[src/rtl/i2s_event_sync_if.sv]
// Event-line bundle between the I2S event synchroniser and its consumer.
// The master drives the raw lines and the ack/clear requests; the slave reports events.
interface i2s_event_sync_if #(
  parameter int NCH   = 4,
  parameter int CNT_W = 4
);
  logic [NCH-1:0]       async_in;
  logic [NCH-1:0]       evt_ack;
  logic [NCH-1:0]       ovf_clr;
  logic [NCH-1:0]       evt_pulse;
  logic [NCH-1:0]       evt_pending;
  logic [NCH*CNT_W-1:0] evt_count;
  logic [NCH-1:0]       evt_ovf;

  modport master (
    output async_in, evt_ack, ovf_clr,
    input  evt_pulse, evt_pending, evt_count, evt_ovf
  );

  modport slave (
    input  async_in, evt_ack, ovf_clr,
    output evt_pulse, evt_pending, evt_count, evt_ovf
  );
endinterface

[src/rtl/i2s_event_sync.sv]
// Per-channel synchroniser, edge detector and saturating pending-event counter.
// The bus interface must be instantiated with the same NCH/CNT_W as this module.
module i2s_event_sync #(
  parameter int NCH         = 4,
  parameter int SYNC_STAGES = 2,
  parameter int CNT_W       = 4,
  parameter int EDGE_MODE   = 0
) (
  input  logic              clk,
  input  logic              rst_n,
  i2s_event_sync_if.slave   bus
);
  localparam int                 PRIME_W   = 3;
  localparam logic [PRIME_W-1:0] PRIME_END = PRIME_W'(SYNC_STAGES + 1);
  localparam logic [CNT_W-1:0]   CNT_MAX   = '1;

  logic [SYNC_STAGES-1:0][NCH-1:0] chain_q, chain_d;
  logic [NCH-1:0]                  sync_w, last_q, pulse_q;
  logic [NCH-1:0]                  raw_edge, evt_edge, ovf_set, ovf_q, ovf_d;
  logic [PRIME_W-1:0]              prime_q, prime_d;
  logic                            armed;
  logic [NCH-1:0][CNT_W-1:0]       cnt_q, cnt_d;
  logic [NCH-1:0]                  pend_w;

  assign sync_w = chain_q[SYNC_STAGES-1];
  assign armed  = (prime_q == PRIME_END);

  always_comb begin
    chain_d    = chain_q;
    chain_d[0] = bus.async_in;
    for (int s = 1; s < SYNC_STAGES; s++) begin
      chain_d[s] = chain_q[s-1];
    end
  end

  // Priming counter stops at PRIME_END; until then edges against reset-zero history are ignored.
  always_comb begin
    prime_d = armed ? prime_q : prime_q + PRIME_W'(1);
  end

  always_comb begin
    case (EDGE_MODE)
      0:       raw_edge = sync_w & ~last_q;
      1:       raw_edge = ~sync_w & last_q;
      default: raw_edge = sync_w ^ last_q;
    endcase
    evt_edge = armed ? raw_edge : '0;
  end

  // An edge and an ack in the same cycle cancel, so they can never overflow.
  always_comb begin
    cnt_d   = cnt_q;
    ovf_set = '0;
    for (int i = 0; i < NCH; i++) begin
      if (evt_edge[i] && !bus.evt_ack[i]) begin
        if (cnt_q[i] == CNT_MAX) ovf_set[i] = 1'b1;
        else                     cnt_d[i]   = cnt_q[i] + CNT_W'(1);
      end else if (!evt_edge[i] && bus.evt_ack[i] && (cnt_q[i] != '0)) begin
        cnt_d[i] = cnt_q[i] - CNT_W'(1);
      end
    end
    ovf_d = ovf_set | (ovf_q & ~bus.ovf_clr);
  end

  always_ff @(posedge clk) begin
    if (!rst_n) begin
      chain_q <= '0;
      last_q  <= '0;
      prime_q <= '0;
      pulse_q <= '0;
      cnt_q   <= '0;
      ovf_q   <= '0;
    end else begin
      chain_q <= chain_d;
      last_q  <= sync_w;
      prime_q <= prime_d;
      pulse_q <= evt_edge;
      cnt_q   <= cnt_d;
      ovf_q   <= ovf_d;
    end
  end

  always_comb begin
    pend_w = '0;
    for (int i = 0; i < NCH; i++) begin
      pend_w[i] = |cnt_q[i];
    end
  end

  assign bus.evt_pulse   = pulse_q;
  assign bus.evt_count   = cnt_q;
  assign bus.evt_pending = pend_w;
  assign bus.evt_ovf     = ovf_q;
endmodule
[src/flat_wrapper.sv]
// flat-port wrapper written by rule: the top's interface ports become plain ports
module i2s_event_sync_flat 
#(
  parameter int NCH         = 4,
  parameter int SYNC_STAGES = 2,
  parameter int CNT_W       = 4,
  parameter int EDGE_MODE   = 0
)
  (clk, rst_n, bus_async_in, bus_evt_ack, bus_ovf_clr, bus_evt_pulse, bus_evt_pending, bus_evt_count, bus_evt_ovf);
  i2s_event_sync_if #(.NCH(NCH), .CNT_W(CNT_W)) bus_i ();
  input  logic clk;
  input  logic rst_n;
  input wire logic [$bits(bus_i.async_in)-1:0] bus_async_in;
  input wire logic [$bits(bus_i.evt_ack)-1:0] bus_evt_ack;
  input wire logic [$bits(bus_i.ovf_clr)-1:0] bus_ovf_clr;
  output wire logic [$bits(bus_i.evt_pulse)-1:0] bus_evt_pulse;
  output wire logic [$bits(bus_i.evt_pending)-1:0] bus_evt_pending;
  output wire logic [$bits(bus_i.evt_count)-1:0] bus_evt_count;
  output wire logic [$bits(bus_i.evt_ovf)-1:0] bus_evt_ovf;
  assign bus_i.async_in = bus_async_in;
  assign bus_i.evt_ack = bus_evt_ack;
  assign bus_i.ovf_clr = bus_ovf_clr;
  assign bus_evt_pulse = bus_i.evt_pulse;
  assign bus_evt_pending = bus_i.evt_pending;
  assign bus_evt_count = bus_i.evt_count;
  assign bus_evt_ovf = bus_i.evt_ovf;
  i2s_event_sync #(.NCH(NCH), .SYNC_STAGES(SYNC_STAGES), .CNT_W(CNT_W), .EDGE_MODE(EDGE_MODE)) u_core (.clk(clk), .rst_n(rst_n), .bus(bus_i));
endmodule
[config.mk]
export PLATFORM = sky130hd
export DESIGN_NAME = i2s_event_sync_flat
export DESIGN_NICKNAME = d
export VERILOG_FILES = /design/src/rtl/i2s_event_sync_if.sv /design/src/rtl/i2s_event_sync.sv /design/src/flat_wrapper.sv
export SDC_FILE = /design/constraint.sdc
export NUM_CORES = 1
export LEC_CHECK = 0
export BUFFER_PORTS_ARGS = -buffer_cell sky130_fd_sc_hd__buf_2
export CAP_MARGIN = 15
export CORE_MARGIN = 10
export CORE_UTILIZATION = 53
export CTS_CLUSTER_DIAMETER = 80
export DETAILED_ROUTE_END_ITERATION = 8
export PLACE_DENSITY = 0.78
export SETUP_SLACK_MARGIN = 0.02
export SLEW_MARGIN = 20
export SYNTH_ARGS = -nofsm -noshare
export SYNTH_HDL_FRONTEND = slang
export SYNTH_SLANG_ARGS = --single-unit
[constraint.sdc]
create_clock -name clk -period 7.2 [get_ports clk]
set_input_delay 0 -clock clk [delete_from_list [all_inputs] [get_ports clk]]
set_output_delay 0 -clock clk [all_outputs]
set_load 0.01 [all_outputs]
## After elaboration in Yosys (flattened, before gate mapping)

Index checks and enable logic that the tools add are counted.

| storage, ports and cells | value |
|---|---|
| register bits | 39 |
| bits of input ports | 14 |
| output and inout port bits | 28 |
| word-level logic and storage cells | 90 |

| operators by class | value |
|---|---|
| $add $sub $neg | 9 |
| equality and inequality tests | 9 |
| multiplexer cells | 21 |
| bitwise operators | 5 |
| reduce and logical (&&, ||, !) cells | 36 |

Operator list:

| operator | count |
|---|---|
| 4-bit two-way mux | 13 |
| 4-bit by 1-bit adder with 4-bit output, second input constant | 4 |
| 4-bit equality test, second input constant | 4 |
| 4-bit nonzero test | 4 |
| 4-bit OR reduction | 4 |
| 4-bit by 1-bit subtractor with 4-bit output, second input constant | 4 |
| 1-bit logical AND | 12 |
| 4-bit bitwise AND | 2 |
| 1-bit logical NOT | 8 |
| 1-bit two-way mux | 8 |
| 2-bit != test, second input constant | 4 |
| 4-bit inverter | 2 |
| 2-bit AND reduction | 4 |
| 2-bit nonzero test | 4 |
| 4-bit OR | 1 |
| 3-bit by 1-bit adder with 3-bit output, second input constant | 1 |
| 3-bit by 2-bit equality test with 1-bit output, second input constant | 1 |

## Logic depth before layout (Yosys ltp)

Gate-level depths: netlist of run 1.

| logic depth | value |
|---|---|
| depth in word-level cells | 8 |
| depth in mapped cells | 10 |
| depth with buffers taken out | 9 |

## Least setup slack after synthesis of run 1

OpenSTA, ideal clock, no wires.

| timing | value |
|---|---|
| path kind | reg-to-reg |
| from | reg u_core.prime_q[0] |
| to | reg u_core.cnt_q, in the netlist u_core.bus.evt_count[3] |
| library setup time | 0.072 ns |
| data arrival time | 2.212 ns |
| required time | 7.128 ns |
| setup slack | 4.916 ns |
| cell stages (with the launch flop) | 11 |
| path buffers | 1 |
| clock period less this slack | 2.284 ns |
| cells stage by stage | dfxtp_1 > ha_1 > ha_1 > buf_6 > nand3b_4 > or2_1 > ha_1 > nand3_1 > a211o_1 > a21boi_4 > mux2i_1 |

| on the way | value |
|---|---|
| word-level cells in the longest chain between the ends | 7 |
| elaborated cells between the ends (all ways) | 10 |
| classes of those cells | 2 x eq/ne; 2 x mux; 6 x reduce/logical |

RTL lines:

| what | line | text |
|---|---|---|
| start, declared | i2s_event_sync.sv:20 | `logic [PRIME_W-1:0] prime_q, prime_d;` |
| start signal, assigned | i2s_event_sync.sv:76 | `prime_q <= prime_d;` |
| 3-bit by 2-bit equality test with 1-bit output (*) | i2s_event_sync.sv:26 | `assign armed = (prime_q == PRIME_END);` |
| 4-bit two-way mux (*) | i2s_event_sync.sv:47 | `evt_edge = armed ? raw_edge : '0;` |
| 1-bit logical NOT | i2s_event_sync.sv:58 | `end else if (!evt_edge[i] && bus.evt_ack[i] && (cnt_q[i] != '0)) begin` |
| 1-bit logical AND (2 in series) | i2s_event_sync.sv:58 |  |
| 2-bit nonzero test (no source line) | - |  |
| 2-bit AND reduction (no source line) | - |  |
| end signal, assigned | i2s_event_sync.sv:78 | `cnt_q <= cnt_d;` |
| end, declared | i2s_event_sync.sv:22 | `logic [NCH-1:0][CNT_W-1:0] cnt_q, cnt_d;` |

Mark *: on every way between the ends. The rest lies on a longest branch, timed or not.
A chain may end at the register's enable or synchronous reset.

## Worst setup path after layout of run 1

Ends and elaborated chain as after synthesis.

==> results of run 1 <==
==> cell families (layout without fill, tap and decap cells) <==
family                     after synthesis  in the layout  share of synthesized area (%)
muxes                                   13             13                           9.08
adders and majority gates               14             14                           10.3
buffers and inverters                   11             61                           2.46
DFF                                     39             39                           39.3
AOI/OAI and AO/OA                       30             30                           13.0
xor gates and xnor gates                 9              9                           3.97
and+or+nand+nor                         70             70                           21.8
==> layout make-up <==
| class | count | area [um2] |
|---|---|---|
| Fill cell | 318 | 1270 |
| Inverter | 6 | 22.5 |
| Clock buffer | 7 | 76.3 |
| Sequential cell | 39 | 781 |
| Timing Repair Buffer | 47 | 265 |
| Multi-Input combinational cell | 136 | 1150 |
| Tap cell | 48 | 60.1 |
| Clock inverter | 1 | 5.00 |
==> synthesized netlist by cell type <==
master | n | area, um2
sky130_fd_sc_hd__a211oi_1 | 4 | 30.0
sky130_fd_sc_hd__o22ai_1 | 1 | 6.26
sky130_fd_sc_hd__nand3_1 | 4 | 20.0
sky130_fd_sc_hd__nand2_1 | 4 | 15.0
sky130_fd_sc_hd__o211ai_1 | 1 | 7.51
sky130_fd_sc_hd__or4_1 | 4 | 30.0
sky130_fd_sc_hd__fa_1 | 4 | 80.1
sky130_fd_sc_hd__mux2i_4 | 4 | 90.1
sky130_fd_sc_hd__o21ai_1 | 3 | 15.0
sky130_fd_sc_hd__mux2i_1 | 9 | 90.1
sky130_fd_sc_hd__ha_1 | 10 | 125
sky130_fd_sc_hd__nand4bb_1 | 3 | 33.8
sky130_fd_sc_hd__a41o_1 | 4 | 40.0
sky130_fd_sc_hd__nor2_1 | 26 | 97.6
sky130_fd_sc_hd__and2_1 | 13 | 81.3
sky130_fd_sc_hd__nand3b_4 | 4 | 80.1
sky130_fd_sc_hd__and3_1 | 3 | 18.8
sky130_fd_sc_hd__dfxtp_1 | 39 | 781
sky130_fd_sc_hd__inv_1 | 6 | 22.5
sky130_fd_sc_hd__a211o_1 | 1 | 8.76
sky130_fd_sc_hd__clkbuf_1 | 4 | 15.0
sky130_fd_sc_hd__nand4_1 | 4 | 25.0
sky130_fd_sc_hd__or2_1 | 1 | 6.26
sky130_fd_sc_hd__o41ai_4 | 1 | 27.5
sky130_fd_sc_hd__xor2_1 | 1 | 8.76
sky130_fd_sc_hd__a21boi_4 | 1 | 18.8
sky130_fd_sc_hd__xnor2_1 | 8 | 70.1
sky130_fd_sc_hd__nand2b_1 | 4 | 25.0
sky130_fd_sc_hd__buf_6 | 1 | 11.3
sky130_fd_sc_hd__o41ai_2 | 3 | 48.8
sky130_fd_sc_hd__a21oi_1 | 11 | 55.1
==> final timing paths <==
path                          start                       to  slack [ns]  cells past startpoint
hold / removal       bus_ovf_clr[1]    u_core.bus.evt_ovf[1]        0.02                      4
hold reg to reg   u_core.chain_d[6]         u_core.sync_w[2]        0.43                      1
setup / recovery  u_core.prime_q[0]  u_core.bus.evt_count[3]        4.46                      9
setup reg to reg  u_core.prime_q[0]  u_core.bus.evt_count[3]        4.46                      9
==> power by group <==
part           switching (mW)  total (mW)  internal, mW  leakage, nW
registers               0.103       0.370         0.268        0.320
logic                   0.215       0.451         0.236        0.783
clock network          0.0714       0.139        0.0679       0.0422
==> routing by layer <==
metal | up-vias | track usage [%] | wire length (um)
met2 | 28 | 18.6 | 1680
met1 | 680 | 14.3 | 1670
li1 | 756 | - | -
met5 | - | 0 | 0
met3 | 5 | 3.64 | 257
met4 | 0 | 4.67 | 36
==> metrics by stage <==
stage | util [%] | power [mW] | worst slack [ns]
3_3_place_gp | 61.2 | 0.815 | 4.57
5_1_grt | 65.1 | 1.05 | 4.25
6_report | 65.1 | 0.960 | 4.46
2_1_floorplan | - | 0.697 | 4.92
3_5_place_dp | 61.2 | 0.827 | 4.46
4_1_cts | 65.1 | 0.972 | 4.44
==> registers in the layout (all words and copies together), names as in the netlist <==
name and cells:
u_core.prime_q 3, u_core.bus.evt_count 16, u_core.bus.evt_pulse 4, u_core.bus.evt_ovf 4, u_core.chain_d 4, u_core.sync_w 4
u_core.last_q 4
==> worst max-delay path, cell delays in order (launching register included) <==
cell and delay [ns]:
sky130_fd_sc_hd__dfxtp_1 0.35, sky130_fd_sc_hd__ha_1 0.15, sky130_fd_sc_hd__ha_1 0.58, sky130_fd_sc_hd__nand3b_4 0.18, sky130_fd_sc_hd__or2_1 0.31, sky130_fd_sc_hd__ha_1 0.35, sky130_fd_sc_hd__a21oi_1 0.10, sky130_fd_sc_hd__a211o_1 0.33
sky130_fd_sc_hd__a21boi_4 0.14, sky130_fd_sc_hd__mux2i_1 0.18
==> timing repair <==
item                                   4_1_cts  5_1_grt
buffers inserted                             0        0
hold buffers                                 6        0
endpoints found under the hold margin        6        0
==> impl_metrics.sql, run 1 <==
INSERT INTO impl_metrics (metric_group, metric, value, unit) VALUES
('synthesis', 'post_synthesis_instance_area', '1980', 'um2'),
('sta', 'maxSlewHeadroom', '53.4', '%'),
('setup_path', 'critical_path_capture_point_type', 'flip-flop', ''),
('drt', 'drtPass1Iterations', '4', ''),
('sta', 'timing.final.hold_violations', '0', ''),
('pwr', 'ir_worst_vdd', '0.184', 'mV'),
('synthesis', 'synth_nets', '214', ''),
('die', 'fp.coreArea', '3630', 'um2'),
('die', 'initial_core_util', '54.6', '%'),
('sta', 'final.hold.worst_slack', '0.0193', 'ns'),
('place', 'gpl.final_weighted_congestion', '0.807', ''),
('sta', 'fmaxAchievable', '365', 'MHz'),
('synthesis', 'post_synth.cell_area_avg', '10.7', 'um2'),
('place', 'dpl-instance-area', '2220', 'um2'),
('grt', 'grt_first_pass_wirelength', '6240', 'um'),
('sta', 'final_setup_skew', '0.00655', 'ns'),
('pwr', 'power-per-cell-area', '406', 'nW/um2'),
('grt', 'largest_net_degree_at_the_start_of_global_routing', '23', ''),
('synthesis', 'synth.distinct_cells', '31', ''),
('cts', 'cts-buffers-inserted', '5', ''),
('drt', 'via_count', '1469', ''),
('grt', 'grt_pass1_vias', '1412', ''),
('setup_path', 'path_class', 'flip-flop to flip-flop', ''),
('drt', 'drt-vias-per-instance', '5.17', ''),
('cts', 'numClockSinks', '39', ''),
('synthesis', 'synth.yosys.warnings', '0', ''),
('cts', 'tritoncts', 'built', ''),
('grt', 'antenna_found_initial', '0', ''),
('sta', 'worst_pin_slew', '0.698', 'ns'),
('place', 'placed_cells', '270', ''),
('synthesis', 'synth_seq_area_share', '39.3', '%'),
('hold_path', 'min_delay_worst_type', 'input pin to flip-flop', ''),
('final_layout', 'layout.cells.most_common', 'sky130_fd_sc_hd__buf_2', ''),
('sta', 'setup_viol', '0', ''),
('setup_path', 'crit_path_start_kind', 'flip-flop', ''),
('job', 'drv_cap', '0', ''),
('final_layout', 'final_layout_size_suffix_gt1_share', '25.4', '%'),
('final_layout', 'finish.net_count', '263', ''),
('pwr', 'power_leakage', '1.14', 'nW'),
('outcome', 'status', 'finished clean', ''),
('cts', 'clk-insertion-delay-late', '0.29', 'ns'),
('sta', 'period_minus_slack', '2.74', 'ns'),
('cts', 'ctsHtreeMaxLevel', '2', ''),
('die', 'io-pin-count', '42', ''),
('cts', 'worst_setup_hold_path_clk_slew', '0.07', 'ns'),
('die', 'std_cell_rows', '22', ''),
('sta', 'drv_slew', '0', ''),
('sta', 'setup_repair_after_global_routing_missed_its_margin', 'no', ''),
('drt', 'drt-total-wl', '3650', 'um'),
('place', 'numPortBuffers', '41', ''),
('synthesis', 'synth_cells', '186', ''),
('synthesis', 'yosys_register_bits', '39', ''),
('setup_path', 'cp.required', '7.42', 'ns'),
('grt', 'grt_usage', '11.6', '%'),
('die', 'chipWidth', '81.2', 'um'),
('drt', 'drc', '0', ''),
('cts', 'number_of_instances_resized_during_post_cts_repair', '0', ''),
('die', 'die_area', '6590', 'um2'),
('die', 'die_h', '81.2', 'um'),
('drt', 'post_drt_wl_per_cell', '12.8', 'um'),
('final_layout', 'final_cell_mix', 'sky130_fd_sc_hd__buf_2, sky130_fd_sc_hd__dfxtp_1, sky130_fd_sc_hd__nor2_1, sky130_fd_sc_hd__and2_1, sky130_fd_sc_hd__a21oi_1', ''),
('cts', 'maximum_clock_path_buffer_count', '2', ''),
('final_layout', 'area_growth', '19.2', '%'),
('final_layout', 'fin_area', '2360', 'um2'),
('setup_path', 'worstPathMaxFanout', '11', ''),
('final_layout', 'fin_cells', '284', ''),
('drt', 'initialDrtViolationCount', '87', ''),
('final_layout', 'antenna_cells_inserted', '0', ''),
('setup_path', 'worst_ep_arrival_time', '2.96', 'ns'),
('drt', 'antenna_violating_nets_post_route', '0', ''),
('sta', 'period_share', '38.1', '%'),
('grt', 'gr-total-overflow', '0', ''),
('cts', 'cts.root.buffer_cell', 'sky130_fd_sc_hd__clkbuf_8', ''),
('place', 'detailed_place_hpwl', '2610', 'um'),
('sta', 'fin_setup_tns', '0', 'ns');
(Power assumes the default switching activity.)
==> inputs of run 2 (changes only) <==
--- a/config.mk
+++ b/config.mk
@@ -8,10 +8,10 @@
 export BUFFER_PORTS_ARGS = -buffer_cell sky130_fd_sc_hd__buf_2
 export CAP_MARGIN = 15
 export CORE_MARGIN = 10
-export CORE_UTILIZATION = 53
+export CORE_UTILIZATION = 49
 export CTS_CLUSTER_DIAMETER = 80
 export DETAILED_ROUTE_END_ITERATION = 8
-export PLACE_DENSITY = 0.78
+export PLACE_DENSITY = 0.76
 export SETUP_SLACK_MARGIN = 0.02
 export SLEW_MARGIN = 20
 export SYNTH_ARGS = -nofsm -noshare
==> constraint.sdc (replaced) <==
create_clock -name clk -period 2.5 [get_ports clk]
set_input_delay 0 -clock clk [delete_from_list [all_inputs] [get_ports clk]]
set_output_delay 0 -clock clk [all_outputs]
set_load 0.01 [all_outputs]
==> impl_metrics.sql, run 2 (synthesis results as in run 1) <==
INSERT INTO impl_metrics (metric_group, metric, value, unit) VALUES
('sta', 'drv_slew', '0', ''),
('sta', 'period_minus_slack', '2.32', 'ns'),
('final_layout', 'layout.cells.most_common', 'sky130_fd_sc_hd__buf_2', ''),
('grt', 'gr-max-usage-layer', 'met2', ''),
('sta', 'setup_slack', '0.179', 'ns'),
('hold_path', 'min_delay_worst_type', 'input pin to flip-flop', ''),
('pwr', 'seq_power_share', '37.3', '%'),
('cts', 'clk-insertion-delay-late', '0.29', 'ns'),
('pwr', 'p_int', '1.71', 'mW'),
('outcome', 'status', 'finished clean', ''),
('grt', 'grt.met3_usage', '3.91', '%'),
('pwr', 'switching_share', '40.2', '%'),
('setup_path', 'cp.required', '2.71', 'ns'),
('grt', 'grt_pass1_vias', '1485', ''),
('setup_path', 'worst_ep_arrival_time', '2.53', 'ns'),
('sta', 'setup_viol', '0', ''),
('pwr', 'clock_power_share', '16.2', '%'),
('setup_path', 'crit_path_start_kind', 'flip-flop', ''),
('cts', 'cts.root.buffer_cell', 'sky130_fd_sc_hd__clkbuf_8', ''),
('cts', 'tritoncts', 'built', ''),
('final_layout', 'antenna_cells_inserted', '0', ''),
('sta', 'final_setup_skew', '0.00500', 'ns'),
('final_layout', 'fin_area', '2410', 'um2'),
('grt', 'largest_net_degree_at_the_start_of_global_routing', '23', ''),
('pwr', 'power-per-cell-area', '1190', 'nW/um2'),
('sta', 'fin_setup_tns', '0', 'ns'),
('pwr', 'combinational_power_share', '46.5', '%'),
('final_layout', 'final_core_utilization', '60.6', '%'),
('setup_path', 'path_class', 'flip-flop to flip-flop', ''),
('sta', 'period_share', '92.9', '%'),
('die', 'initial_core_util', '50.0', '%'),
('drt', 'drt-total-wl', '3950', 'um'),
('place', 'dpl-instance-area', '2240', 'um2'),
('die', 'die_h', '83.6', 'um'),
('place', 'numPortBuffers', '41', ''),
('drt', 'drtPass1Iterations', '4', ''),
('sta', 'worst_pin_slew', '0.682', 'ns'),
('cts', 'maximum_clock_path_buffer_count', '2', ''),
('grt', 'gr-total-overflow', '0', ''),
('job', 'drv_cap', '0', ''),
('final_layout', 'area_growth', '21.4', '%'),
('pwr', 'ir_worst_vdd', '0.642', 'mV'),
('setup_path', 'worstPathMaxFanout', '5', ''),
('place', 'detailed_place_hpwl', '2940', 'um'),
('drt', 'post_drt_wl_per_cell', '13.7', 'um'),
('place', 'gpl.final_weighted_congestion', '0.777', ''),
('cts', 'worst_setup_hold_path_clk_slew', '0.07', 'ns'),
('sta', 'fmaxAchievable', '431', 'MHz'),
('final_layout', 'largest_register_ff_count', '16', ''),
('pwr', 'p_switching', '1.15', 'mW'),
('pwr', 'post-layout-total-power', '2.86', 'mW'),
('grt', 'grt_usage', '11.3', '%'),
('drt', 'antenna_violating_nets_post_route', '0', ''),
('cts', 'numClockSinks', '39', ''),
('final_layout', 'finish.net_count', '264', ''),
('die', 'std_cell_rows', '23', ''),
('sta', 'maxSlewHeadroom', '54.5', '%'),
('sta', 'setup_repair_after_global_routing_missed_its_margin', 'no', ''),
('drt', 'drt-vias-per-instance', '5.19', ''),
('cts', 'cts-buffers-inserted', '5', ''),
('final_layout', 'layout.filler_cells', '344', ''),
('sta', 'timing.final.hold_violations', '0', ''),
('die', 'fp.coreArea', '3970', 'um2'),
('final_layout', 'final_cell_mix', 'sky130_fd_sc_hd__buf_2, sky130_fd_sc_hd__dfxtp_1, sky130_fd_sc_hd__nor2_1, sky130_fd_sc_hd__and2_1, sky130_fd_sc_hd__a21oi_1', ''),
('final_layout', 'final_layout_size_suffix_gt1_share', '28.3', '%'),
('drt', 'via_count', '1490', ''),
('pwr', 'power_leakage', '1.16', 'nW'),
('grt', 'groute.layer.met2.usage', '20.5', '%'),
('grt', 'antenna_found_initial', '0', ''),
('die', 'io-pin-count', '42', ''),
('place', 'dp_slack', '0.145', 'ns'),
('drt', 'initialDrtViolationCount', '95', ''),
('setup_path', 'critical_path_capture_point_type', 'flip-flop', ''),
('cts', 'ctsHtreeMaxLevel', '2', ''),
('grt', 'global_route.usage.met1', '12.1', '%'),
('drt', 'drc', '0', ''),
('die', 'chipWidth', '83.6', 'um'),
('die', 'die_area', '7000', 'um2'),
('grt', 'grt_first_pass_wirelength', '6820', 'um');
## run 2: final cells by class
class,instances,area [um2],share of cell area [%]
multi-input combinational,136,1170,48.7
sequential,39,781,32.4
tap,50,62.6,2.60
timing repair buffer,48,270,11.2
clock buffer,8,100,4.16
inverter,6,22.5,0.935
## run 2: path summary, 6_finish.rpt
check,start,endpoint,slack [ns],cells past startpoint
min,bus_ovf_clr[1],u_core.bus.evt_ovf[1],0.008,4
max,u_core.prime_q[0],u_core.bus.evt_count[3],0.18,9
min reg2reg,u_core.chain_d[7],u_core.sync_w[3],0.43,1
max reg2reg,u_core.prime_q[0],u_core.bus.evt_count[3],0.18,9
## run 2: timing repair
action / CTS / global route
gates resized for setup: 0 / 4
endpoints found under the hold margin: 5 / 0
endpoints found under the setup margin: 0 / 4
hold buffers: 5 / 0
setup buffers: 0 / 0
## run 2: metrics by stage
step	hold slack, ns	instances
finish	0.00804	287
detailed placement	0.210	274
global placement	0.206	274
floorplan	0.127	186
global route	0.0147	287
CTS	0.00230	287
## run 2: routing by layer
| metal | vias up | routed length (um) |
|---|---|---|
| met1 | 704 | 1670 |
| met4 | 0 | 40 |
| met3 | 2 | 174 |
| met5 | - | 0 |
| met2 | 21 | 2060 |
| li1 | 763 | - |
## run 2: power by group through the flow
stage	sequential [mW]	combinational (mW)	clock, mW
after floorplan	1.09	0.918	0
after global placement	1.08	1.28	0
after detailed placement	1.08	1.34	0
after CTS	1.07	1.35	0.474
after global routing	1.11	1.49	0.506
final	1.07	1.33	0.463
## run 2: critical path, stage by stage (launching register included)
cell and delay (ns):
sky130_fd_sc_hd__dfxtp_1 0.36, sky130_fd_sc_hd__ha_1 0.16, sky130_fd_sc_hd__ha_1 0.22, sky130_fd_sc_hd__nand3b_4 0.13, sky130_fd_sc_hd__or2_4 0.28, sky130_fd_sc_hd__ha_1 0.33, sky130_fd_sc_hd__a21oi_1 0.10, sky130_fd_sc_hd__a211o_1 0.34
sky130_fd_sc_hd__a21boi_4 0.14, sky130_fd_sc_hd__mux2i_1 0.19
